`src/rtl/brisc_pkg.sv`:
```
// Shared types and sizing for the store buffer.
// data_size_e describes a memory access width.
// stb_entry_t is one buffered store.
package brisc_pkg;

  localparam int XLEN            = 32;
  localparam int ADDRESS_WIDTH   = 32;
  localparam int STB_NUM_ENTRIES = 4;

  typedef enum logic [1:0] {
    DATA_SIZE_B = 2'd0,
    DATA_SIZE_H = 2'd1,
    DATA_SIZE_W = 2'd2
  } data_size_e;

  typedef struct packed {
    logic                     valid;
    logic [ADDRESS_WIDTH-1:0] addr;
    logic [XLEN-1:0]          data;
    data_size_e               size;
  } stb_entry_t;

  // Extract byte 'off' of a little-endian word.
  function automatic logic [7:0] word_byte(input logic [XLEN-1:0] w, input logic [1:0] off);
    return w[8*off +: 8];
  endfunction

endpackage

```
`src/rtl/stb_entry_match.sv`:
```
// Per-entry address comparator for store-buffer lookups.
// match  : entry is valid and holds the same word as the load.
// covers : match, and the entry supplies the load's byte
//          (a word store, or a byte store to exactly that byte).
module stb_entry_match
  import brisc_pkg::*;
#(
  parameter int ADDR_WIDTH = ADDRESS_WIDTH
) (
  input  logic                  entry_valid,
  input  logic [ADDR_WIDTH-1:0] entry_addr,
  input  data_size_e            entry_size,
  input  logic [ADDR_WIDTH-1:0] lookup_addr,
  output logic                  match,
  output logic                  covers
);

  // Word compare ignores the byte offset; byte coverage refines it.
  always_comb begin
    match  = entry_valid && (entry_addr[ADDR_WIDTH-1:2] == lookup_addr[ADDR_WIDTH-1:2]);
    covers = match && ((entry_size == DATA_SIZE_W) ||
                       (entry_addr[1:0] == lookup_addr[1:0]));
  end

endmodule

```
`src/rtl/store_buffer.sv`:
```
// Store buffer: circular FIFO of committed stores, drained to the cache
// when it is ready, with a zero-latency lookup port for loads.
// Build option: define STB_FORWARD_EN to forward store data to loads;
// without it any word match reports a conflict and nothing is forwarded.
// ADDR_WIDTH must not exceed ADDRESS_WIDTH (the entry address field).
module store_buffer
  import brisc_pkg::*;
#(
  parameter int NUM_ENTRIES = STB_NUM_ENTRIES,
  parameter int ADDR_WIDTH  = ADDRESS_WIDTH
) (
  input  logic                  clk,
  input  logic                  reset,
  input  logic                  push,
  input  logic [ADDR_WIDTH-1:0] push_addr,
  input  logic [XLEN-1:0]       push_data,
  input  data_size_e            push_size,
  output logic                  full,
  input  logic                  lookup_valid,
  input  logic [ADDR_WIDTH-1:0] lookup_addr,
  input  data_size_e            lookup_size,
  output logic                  stb_read_valid,
  output logic [XLEN-1:0]       stb_read_data,
  output logic                  stb_conflict,
  input  logic                  drain_ready,
  output logic                  stb_write,
  output logic [ADDR_WIDTH-1:0] stb_write_addr,
  output logic [XLEN-1:0]       stb_write_data,
  output data_size_e            stb_write_size
);

  localparam int PTR_W = $clog2(NUM_ENTRIES);
  localparam int CNT_W = PTR_W + 1;

  stb_entry_t             entries_q [NUM_ENTRIES];
  stb_entry_t             entries_d [NUM_ENTRIES];
  logic [PTR_W-1:0]       head_q, head_d;
  logic [PTR_W-1:0]       tail_q, tail_d;
  logic [CNT_W-1:0]       count_q, count_d;

  logic                   full_int;
  logic                   drain;
  logic                   push_accept;
  logic [NUM_ENTRIES-1:0] match_w;
  logic [NUM_ENTRIES-1:0] covers_w;
  logic                   hit;
  logic [PTR_W-1:0]       hit_idx;
  stb_entry_t             hit_entry;
  stb_entry_t             head_entry;

  // One comparator per slot; slots are ranked by age in the lookup below.
  generate
    for (genvar gi = 0; gi < NUM_ENTRIES; gi++) begin : g_match
      stb_entry_match #(
        .ADDR_WIDTH(ADDR_WIDTH)
      ) u_match (
        .entry_valid(entries_q[gi].valid),
        .entry_addr (ADDR_WIDTH'(entries_q[gi].addr)),
        .entry_size (entries_q[gi].size),
        .lookup_addr(lookup_addr),
        .match      (match_w[gi]),
        .covers     (covers_w[gi])
      );
    end
  endgenerate

  assign full_int    = (count_q == CNT_W'(NUM_ENTRIES));
  assign drain       = (count_q != '0) && drain_ready;
  // A drain in the same cycle frees the slot the push needs.
  assign push_accept = push && (!full_int || drain);
  assign head_entry  = entries_q[head_q];

  // Next FIFO state: drain retires the head, push fills the tail.
  always_comb begin
    entries_d = entries_q;
    head_d    = head_q;
    tail_d    = tail_q;
    count_d   = count_q;
    if (drain) begin
      entries_d[head_q].valid = 1'b0;
      head_d = head_q + PTR_W'(1);
    end
    if (push_accept) begin
      entries_d[tail_q].valid = 1'b1;
      entries_d[tail_q].addr  = ADDRESS_WIDTH'(push_addr);
      entries_d[tail_q].data  = (push_size == DATA_SIZE_B) ? XLEN'(push_data[7:0]) : push_data;
      entries_d[tail_q].size  = push_size;
      tail_d = tail_q + PTR_W'(1);
    end
    case ({push_accept, drain})
      2'b10:   count_d = count_q + CNT_W'(1);
      2'b01:   count_d = count_q - CNT_W'(1);
      default: count_d = count_q;
    endcase
  end

  // FIFO state registers; reset discards every buffered store.
  always_ff @(posedge clk) begin
    if (reset) begin
      entries_q <= '{default: '0};
      head_q    <= '0;
      tail_q    <= '0;
      count_q   <= '0;
    end else begin
      entries_q <= entries_d;
      head_q    <= head_d;
      tail_q    <= tail_d;
      count_q   <= count_d;
    end
  end

  // Walk from oldest to youngest so the last hit is the youngest match.
  always_comb begin
    hit     = 1'b0;
    hit_idx = '0;
    for (int k = 0; k < NUM_ENTRIES; k++) begin
      if ((CNT_W'(k) < count_q) && match_w[head_q + PTR_W'(k)]) begin
        hit     = 1'b1;
        hit_idx = head_q + PTR_W'(k);
      end
    end
  end

  assign hit_entry = entries_q[hit_idx];

`ifdef STB_FORWARD_EN
  // Forward when the youngest match fully supplies the load, else stall it.
  always_comb begin
    stb_read_valid = 1'b0;
    stb_read_data  = '0;
    stb_conflict   = 1'b0;
    if (lookup_valid && hit && !reset) begin
      if (lookup_size != DATA_SIZE_B) begin
        if (hit_entry.size == DATA_SIZE_W) begin
          stb_read_valid = 1'b1;
          stb_read_data  = hit_entry.data;
        end else begin
          stb_conflict = 1'b1;
        end
      end else if (covers_w[hit_idx]) begin
        stb_read_valid = 1'b1;
        stb_read_data  = (hit_entry.size == DATA_SIZE_W) ?
                         XLEN'(word_byte(hit_entry.data, lookup_addr[1:0])) :
                         XLEN'(hit_entry.data[7:0]);
      end else begin
        stb_conflict = 1'b1;
      end
    end
  end
`else
  logic unused_fwd;
  assign unused_fwd = ^{lookup_size, covers_w, hit_idx, hit_entry};

  // Without forwarding, any word match stalls the load until drained.
  always_comb begin
    stb_read_valid = 1'b0;
    stb_read_data  = '0;
    stb_conflict   = lookup_valid && hit && !reset;
  end
`endif

  // Drain port: head fields are presented only while actually writing.
  always_comb begin
    full           = full_int && !reset;
    stb_write      = drain && !reset;
    stb_write_addr = stb_write ? ADDR_WIDTH'(head_entry.addr) : '0;
    stb_write_data = stb_write ? head_entry.data : '0;
    stb_write_size = stb_write ? head_entry.size : DATA_SIZE_B;
  end

endmodule

```
`config.mk`:
```
export PLATFORM = sky130hd
export DESIGN_NAME = store_buffer
export DESIGN_NICKNAME = d
export VERILOG_FILES = /design/src/rtl/brisc_pkg.sv /design/src/rtl/stb_entry_match.sv /design/src/rtl/store_buffer.sv
export SDC_FILE = /design/constraint.sdc
export NUM_CORES = 1
export LEC_CHECK = 0
export ABC_AREA = 1
export CORE_UTILIZATION = 50
export CTS_CLUSTER_SIZE = 25
export DETAILED_ROUTE_END_ITERATION = 12
export PLACE_DENSITY = 0.82
export SKIP_LAST_GASP = 1
export SLEW_MARGIN = 0
export SYNTH_ARGS = -nofsm -noshare
export SYNTH_HDL_FRONTEND = slang
export SYNTH_SLANG_ARGS = --single-unit
```
`constraint.sdc`:
```
create_clock -name clk -period 4.3 [get_ports clk]
set_input_delay 0.43 -clock clk [delete_from_list [all_inputs] [get_ports clk]]
set_output_delay 0.43 -clock clk [all_outputs]
set_load 0.005 [all_outputs]
```
# --- Word-level counts from Yosys, hierarchy flattened ---
# Cells that the tools add are included.
op_classes:
  eq_ne: 7
  bitwise: 2
  n_mux: 37
  n_lt_le_gt_ge: 12
  reduce_logical: 22
  add_sub_neg: 6
ops:
  columns: ["cell", "n"]
  rows:
  - ["$bwmux 268", 5]
  - ["$demux 67 s2", 5]
  - ["$mux 268", 2]
  - ["$mux 66", 3]
  - ["$bmux 67 s2", 1]
  - ["$mux 67", 2]
  - ["$eq 30x30->1", 4]
  - ["$mux 32", 3]
  - ["$mux 34", 1]
  - ["$logic_and 1x1->1", 16]
  - ["$lt 2x3->1 const B", 4]
  - ["$bmux 1 s2", 4]
  - ["$mux 1", 8]
  - ["$ge 3x3->1 const B", 2]
  - ["$lt 1x3->1 const A", 2]
  - ["$lt 2x3->1 const A", 2]
  - ["$lt 3x1->1 const B", 2]
  - ["$not 2->3", 2]
  - ["$pmux 3 s2", 1]
  - ["$add 2x1->2 const B", 2]
  - ["$add 2x2->2 const B", 2]
  - ["$mux 2", 2]
  - ["$add 3x1->3 const B", 1]
  - ["$eq 3x3->1 const B", 1]
  - ["other kinds (8)", 9]
totals:
  input_bits: 105
  word_cells: 105
  reg_bits: 275
  output_inout_bits: 102

# --- Longest topological paths before layout ---
# Gate-level depths: netlist of run 1.
logic_depth:
  ltp_word: 12
  depth_mapped: 14
  mapped_depth_nobuf: 14

# --- By module ---
# From an unflattened synthesis of run 1, not the netlist that was laid out.
unflattened:
  cells_unflattened: 2497
  hier_area_um2: 15389.8
modules_own_cells:
  columns: ["module", "cells_each", "instances", "area_per_inst_um2"]
  rows:
  - ["store_buffer", 1801, 1, 12577.1]
  - ["stb_entry_match", 174, 4, 703.2]

# --- Least setup slack after synthesis of run 1 ---
# OpenSTA, ideal clock, no wires.
synth_timing:
  path_kind: "register -> output"
  start: "register head_q[0]"
  end: "output stb_conflict"
  path_stages_with_launch: 13
  required_time_ns: 3.870
  slack_ns: 2.140
  arrival_ns: 1.730
  path_cell_list: "dfxtp_1 > clkbuf_8 > inv_2 > clkbuf_8 > buf_2 > buf_2 > ha_1 > inv_1 > nand3_1 > nand3_1 > nand2_1 > nor2_1 > nor2_1"
synth_via:
  elab_chain_len: 9
  word_cells_on_any_way: 21
synth_lines:
  columns: ["item", "line_no", "source"]
  rows:
  - ["from (decl)", "store_buffer.sv:37", "logic [PTR_W-1:0] head_q, head_d;"]
  - ["from (signal assigned)", "store_buffer.sv:101", "head_q <= '0;"]
  - ["from (signal assigned)", "store_buffer.sv:106", "head_q <= head_d;"]
  - ["$add 2x1->2 or $bmux 1 s2 (tied branches)", null, null]
  - ["$bmux 1 s2 or $mux 1 (tied branches)", "store_buffer.sv:117", "if ((CNT_W'(k) < count_q) && match_w[head_q + PTR_W'(k)]) begin"]
  - ["$mux 1 (not written as such) or $logic_and 1x1->1 (tied branches)", "store_buffer.sv:117", null]
  - ["$logic_and 1x1->1 or $mux 1 (tied branches)", "store_buffer.sv:117", null]
  - ["$mux 1 (2 in a row)", "store_buffer.sv:117", null]
  - ["$mux 1 *", "store_buffer.sv:117", null]
  - ["$logic_and 1x1->1 * (2 in a row)", "store_buffer.sv:158", "stb_conflict = lookup_valid && hit && !reset;"]
  - ["to (decl)", "store_buffer.sv:24", "output logic stb_conflict,"]
# Mark *: on every way between the ends. The rest lies on a longest branch, timed or not. The select of a mux whose other input is x is not followed.

# --- Worst setup path in the final report of run 1 ---
layout_timing:
  start: "register count_q[0]"
  end: "output stb_write_addr[12]"
layout_via:
  elab_chain_len: 4
layout_lines:
  columns: ["item", "line_no", "source"]
  rows:
  - ["from (decl)", "store_buffer.sv:39", "logic [CNT_W-1:0] count_q, count_d;"]
  - ["from (signal assigned)", "store_buffer.sv:108", "count_q <= count_d;"]
  - ["$reduce_bool 3->1", "store_buffer.sv:68", "assign drain = (count_q != '0) && drain_ready;"]
  - ["$logic_and 1x1->1", "store_buffer.sv:68", null]
  - ["named net drain", "store_buffer.sv:42", "logic drain;"]
  - ["$logic_and 1x1->1", "store_buffer.sv:165", "stb_write = drain && !reset;"]
  - ["$mux 32", "store_buffer.sv:166", "stb_write_addr = stb_write ? ADDR_WIDTH'(head_entry.addr) : '0;"]
  - ["to (decl)", "store_buffer.sv:27", "output logic [ADDR_WIDTH-1:0] stb_write_addr,"]
# The timed path passes the listed nets, and every way through them passes these cells.

==> run summary, run 1 <==
Inserted Clock Buffers -> 29
Die ar. -> 28,800 sq um
Hold Path Sink -> entries_q[143]
CTS root buf -> clkbuf_16
Final period utilization -> 88.5%
Leak Pwr -> 6.37 nW
Crit path max fanout -> 45
DP HPWL -> 24,200 um
Hold Path Stages -> 2
Via count -> 13,800
Distinct cells, synth -> 35
Congestion Overflow GR -> 0
Largest net degree at the start of global routing -> 271
Fin. Hold Viols -> 0
Global placement routability congestion -> 0.904
Worst r2r path cells -> 9
Clock Path Buffers -> 3
Core Region -> 27,700 sq um
Asr flop ratio synth -> 0%
Most common cell after layout, fill and taps aside -> a21oi_1
Area growth syn-to-layout -> 17.1%
Sequential cell area fraction in the yosys report -> 39.1%
Worst hold slack -> 0.451 ns
Crit path kind -> reg2out
Post-CTS Resized -> 0
Drt drc -> 0
Post-route ant nets -> 0
Final Setup Violations -> 0
Slew @ Worst Pin -> 1.16 ns
# H-tree levels -> 1
Share of layout cells above drive strength 1 -> 4.55%
Critical Path End Type -> output port
Setup TNS -> 0 ns
Setup repair bufs after CTS -> 0
RSZ-0062 raised after global routing -> no
Hold crit path type -> reg2reg
Slew HR -> 22.3%
Dpl cells -> 2,481
Drt wl/cell -> 15.7 um
Die Span Y -> 170 um
Syn. warnings -> 0
Worst Skew -> 0.0131 ns
Top Ports -> 207
First-pass GRT wire length -> 63,900 um
Filler cell count -> 2,559
Crit path time final -> 3.81 ns
CTS clock-pin slew for the worst setup and hold paths -> 0.06 ns
Drt first pass iters -> 6
Chip Width -> 170 um
Outcome -> completed
Worst EP arrival -> 3.38 ns
Ys flop type -> dfxtp_1
CTS tree -> built
Post-Syn Instances -> 2,065
Layout Cells excl Fill -> 2,533
Number of synthesized flops with an enable pin -> 0
Worst skew pair latency -> 0.56 ns
Clock sink count -> 275
Commonest non-fill, non-tap cells in the layout -> a21oi_1 (407), o21ai_0 (383), dfxtp_1 (273)
Yosys reg bits -> 275
Hold Buf Count CTS -> 0
Worst Hold Launch -> entries_q[143]
Final wirelength -> 39,900 um
Minimum setup slack among reg-to-reg paths -> 1.62 ns
Peak VDD IR -> 254 uV
GR Util All Layers -> 27.3%
Via density per instance -> 5.47
Ant diodes -> 0
Vias in the first global route -> 12,600
Avg Cell Area, Syn -> 6.81 sq um
Critical path launch point -> count_q[0]
Crit path required time -> 3.87 ns
Starting DRT DRC Count -> 1,704
PD cells -> 441 nW/um^2
Max-slew violations -> 0
Post-Syn Area -> 14,100 sq um
Max Cap Viol -> 0
Site Rows -> 61
Nets -> 2,252
Reg2reg start -> count_q[0]
Worst setup SP type -> flop
Initial Utilization -> 50.8%
Worst reg2reg endpoint -> entries_q[73]
Port bufs -> 169
Initial antenna violation count -> 1
Fmax -> 263 MHz
==> worst max path at each step <==
stage,end,cells past startpoint
2_1_floorplan,stb_conflict,12
3_3_place_gp,stb_write_addr[12],9
3_5_place_dp,stb_write_addr[28],9
4_1_cts,stb_write_addr[28],9
5_1_grt,stb_write_addr[28],9
6_report,stb_write_addr[12],9
==> report_power, final <==
part / switching [mW] / leakage (nW) / total (mW) / internal [mW]
clock network: 1.06 / 0.465 / 2.43 / 1.38
logic: 1.23 / 3.66 / 1.94 / 0.705
registers: 0.146 / 2.25 / 2.90 / 2.75
total: 2.44 / 6.37 / 7.27 / 4.83
==> per-layer routing <==
layer | GRT usage (%) | share of wire (%)
met5 | 0 | 0.038
met4 | 11.4 | 3.4
met3 | 3.47 | 7.7
met2 | 45.1 | 46
met1 | 35.8 | 42
==> cells in the mapped netlist (5+ instances only) <==
master      n  area share (%)
a21oi_1   407              14
o21ai_0   383              14
dfxtp_1   275              39
nand2_1   256             6.8
inv_1     225             6.0
nor2_1    172             4.6
clkbuf_1   65             1.7
buf_2      43             1.5
buf_4      38             2.0
xnor2_1    35             2.2
nand3_1    26            0.93
nand4_1    22            0.98
o21ai_1    21            0.75
inv_2      19            0.51
buf_6      13             1.0
ha_1       13             1.2
buf_1       8            0.21
clkbuf_2    8            0.28
o211ai_1    5            0.27
==> stage by stage <==
step	utilization (%)	cell area (sq um)	setup WS (ns)	power, mW
floorplan	-	14200	2.14	4.24
global placement	56.1	15500	0.803	4.80
detailed placement	56.1	15500	0.784	4.85
CTS	59.4	16500	0.542	7.26
global route	59.4	16500	0.375	7.63
finish	59.4	16500	0.494	7.27
==> cells by family (layout without fill, tap and decap cells) <==
logic type / count (synthesis) / after routing / synth area share, %
AO/OA/AOI/OAI: 828 / 828 / 29.9
AND/OR/NAND/NOR: 486 / 486 / 13.8
buffers and inverters: 426 / 484 / 13.7
flip-flops: 275 / 275 / 39.1
XOR/XNOR: 36 / 36 / 2.24
adder cells (fa/ha/maj): 13 / 13 / 1.16
other: 1 / 33 / 0.0267
==> worst max-delay path: stages, from the launching register on <==
cell and delay (ns):
dfxtp_1 0.36, inv_1 0.12, ha_1 0.27, a21oi_4 0.29, inv_2 0.08, nor2_4 0.10, clkinv_2 0.37, buf_12 0.36
a21oi_1 0.27, clkdlybuf4s50_1 0.56
==> cell type report <==
class	count	area, sq um	share of cell area (%)
inverter	248	940	5.70
clock buffer	41	851	5.17
timing repair buffer	184	1870	11.3
clock inverter	11	72.6	0.441
multi-input combinational	1396	6760	41.0
sequential	275	5510	33.5
tap	378	473	2.87
==> sequential cells by signal, indices dropped and copies added (netlist names) <==
| name | flops |
|---|---|
| count_q | 3 |
| tail_q | 2 |
| head_q | 2 |
| entries_q | 268 |
Power figures use the tool's default switching activity.
==> run 2, diff against run 1 <==
--- a/config.mk
+++ b/config.mk
@@ -9,7 +9,7 @@
 export CORE_UTILIZATION = 50
 export CTS_CLUSTER_SIZE = 25
 export DETAILED_ROUTE_END_ITERATION = 12
-export PLACE_DENSITY = 0.82
+export PLACE_DENSITY_LB_ADDON = 0.25
 export SKIP_LAST_GASP = 1
 export SLEW_MARGIN = 0
 export SYNTH_ARGS = -nofsm -noshare
==> run 2 against run 1 <==
  * Hold slack better by 0.00073 ns
  * Clock skew grew 0.0099 ns
  * Count of clock-buffer cells in the layout grew 5
  * Non-clock buffer count increased by 4
  * Sequential share of layout area fell by 0.076 points
  * Design area is 0.23% higher
  * First-iteration DRC count is 38% lower
  * Critical path depth down 3
  * Register-to-register slack better by 0.15 ns
  * Maximum frequency grew 5.7%
  * Setup slack improved by 0.21 ns
  * Final cell count up 0.24%
==> run summary, run 2 (synthesis gave the netlist of run 1 again) <==
Outcome -> completed
DP Area -> 15,600 sq um (+0.10%)
Sum of buffers and inverters on the critical path -> 2 (-3)
Largest regs -> entries_q (268), count_q (3)
CTS clock-pin slew for the worst setup and hold paths -> 0.06 ns (about the same)
Reg2reg start -> count_q[0]
Crit path required time -> 3.87 ns (about the same)
Most common cell after layout, fill and taps aside -> a21oi_1
Initial Utilization -> 50.8% (unchanged)
Leak Pwr -> 6.39 nW (+0.22%)
CP max stage delay -> 0.78 ns (+0.22 ns)
CP cell instances -> buf_4 > nor2_1 > nor2_1 > o21ai_0 > a21oi_1 > clkdlybuf4s50_1
Chip Width -> 170 um (unchanged)
GR Util All Layers -> 27.1% (-0.21 points)
Largest net degree at the start of global routing -> 99 (-63%)
Met2 usage -> 46.0% (+0.91 points)
Site Rows -> 61 (unchanged)
Drt wl/cell -> 15.6 um (-1.1%)
Hold Path Stages -> 2 (unchanged)
Worst skew pair latency -> 0.56 ns (about the same)
Slew @ Worst Pin -> 1.05 ns (-0.117 ns)
Die Span Y -> 170 um (unchanged)
CTS root buf -> clkbuf_16
Die ar. -> 28,800 sq um (unchanged)
Critical Path End Type -> output port
Inserted Clock Buffers -> 29 (unchanged)
Crit path time final -> 3.60 ns (-0.205 ns)
Max Cap Viol -> 0 (unchanged)
Fin area -> 16,500 sq um (+0.23%)
DP HPWL -> 24,400 um (+0.89%)
Critical Path End -> stb_write_data[21]
Final period utilization -> 83.7% (-4.8 points)
Drt first pass iters -> 9 (+3)
Global placement routability congestion -> 0.875 (-3.2%)
Via density per instance -> 5.37 (-1.8%)
Via count -> 13,600 (-1.6%)
CP max stage cell -> buf_4
Vias in the first global route -> 12,500 (-1.2%)
Final wirelength -> 39,500 um (-0.87%)
Setup repair bufs after CTS -> 0 (unchanged)
CTS tree -> built
Nets -> 2,256 (+0.18%)
Fmax -> 278 MHz (+5.7%)
Critical path depth in cells -> 6 (-3)
Filler cell count -> 2,589 (+1.2%)
Crit path max fanout -> 86 (+91%)
Minimum setup slack among reg-to-reg paths -> 1.77 ns (+0.15 ns)
Post-CTS Resized -> 0 (unchanged)
Crit path kind -> reg2out
Setup TNS -> 0 ns (unchanged)
Starting DRT DRC Count -> 1,053 (-38%)
Area growth syn-to-layout -> 17.4%
Clock Path Buffers -> 3 (unchanged)
Clock sink count -> 275 (unchanged)
Hold Buf Count CTS -> 0 (unchanged)
Slew HR -> 30.2% (+7.9 points)
Fin. Hold Viols -> 0 (unchanged)
Worst setup SP type -> flop
Pwr Total -> 7.30 mW (+0.42%)
Met1 Use GR -> 35.1% (-0.73 points)
Hold crit path type -> reg2reg
Commonest non-fill, non-tap cells in the layout -> a21oi_1 (407), o21ai_0 (383), dfxtp_1 (273)
Worst reg2reg endpoint -> entries_q[248]
# H-tree levels -> 1 (unchanged)
Met3 usage -> 3.36% (-0.12 points)
Top reg by flops -> entries_q
Max-slew violations -> 0 (unchanged)
Worst EP arrival -> 3.17 ns (-0.21 ns)
RSZ-0062 raised after global routing -> no
Congestion Overflow GR -> 0 (unchanged)
Final Setup Violations -> 0 (unchanged)
Top Ports -> 207 (unchanged)
First-pass GRT wire length -> 62,900 um (-1.6%)
Worst r2r path cells -> 9 (unchanged)
Largest register FFs -> 268 (unchanged)
Share of layout cells above drive strength 1 -> 4.49% (-0.055 points)
Core Region -> 27,700 sq um (unchanged)
Drt drc -> 0 (unchanged)
Port bufs -> 169 (unchanged)
Delay-heaviest family, CP -> buffers and inverters
Initial antenna violation count -> 1 (unchanged)
Crit path top cell by count -> nor2_1
Worst Skew -> 0.0230 ns (+0.00989 ns)
GR peak layer -> met2
PD cells -> 442 nW/um^2 (+0.19%)
Critical path launch point -> head_q[0]
Post-route ant nets -> 0 (unchanged)
Peak VDD IR -> 368 uV (+45%)
Worst hold slack -> 0.452 ns (+0.000727 ns)
-- run 2: changes by cell type in the layout (fill, tap and decap cells not counted), sizes merged --
cell	delta
inv	+1
clkinv	-6
diode	+2
bufinv	+1
clkbuf	+5
clkinvlp	-1
buf	+4
-- run 2: report_power, final --
part	switching [mW]	internal (mW)
Sequential	0.143	2.75
Clock	1.03	1.44
Combinational	1.22	0.705
-- run 2: layout make-up --
type	count	area [sq um]	share of cell area, %
flip-flops and latches	275	5510	33.4
clock inverters	6	70.1	0.424
multi-input cells	1396	6760	40.9
well taps	378	473	2.86
diodes	2	5.00	0.0303
repair buffers	188	1880	11.4
clock buffers	46	870	5.27
inverters	248	938	5.68
-- run 2: worst min-delay path by stage --
stage / end / start / slack [ns]
detailed placement: entries_q[87] / entries_q[87] / 0.44
global route: entries_q[144] / entries_q[144] / 0.47
floorplan: entries_q[137] / entries_q[137] / 0.43
CTS: entries_q[87] / entries_q[87] / 0.45
finish: entries_q[74] / entries_q[74] / 0.45
global placement: entries_q[67] / entries_q[67] / 0.44
-- run 2: per-stage QoR --
stage          worst slack, ns  utilization (%)  std cells
2_1_floorplan             2.14                -       2097
4_1_cts                  0.705             59.6       2537
3_5_place_dp              1.08             56.2       2485
5_1_grt                  0.530             59.6       2538
6_report                 0.700             59.6       2539
3_3_place_gp              1.09             56.2       2485
-- run 2: metal layers --
metal  share of wire, %  routed length [um]
met1                 45               17600
met5                  0                   0
met4                3.1                1220
met3                5.9                2330
met2                 46               18300
-- run 2: worst register-to-register path, delay by kind of cell, from the launching register on --
kind / cells / cell delay (ns)
buf+inv: 3 / 1.03
compound gates: 3 / 0.59
flops: 1 / 0.33
simple gates: 2 / 0.20
fa+ha+maj: 1 / 0.27
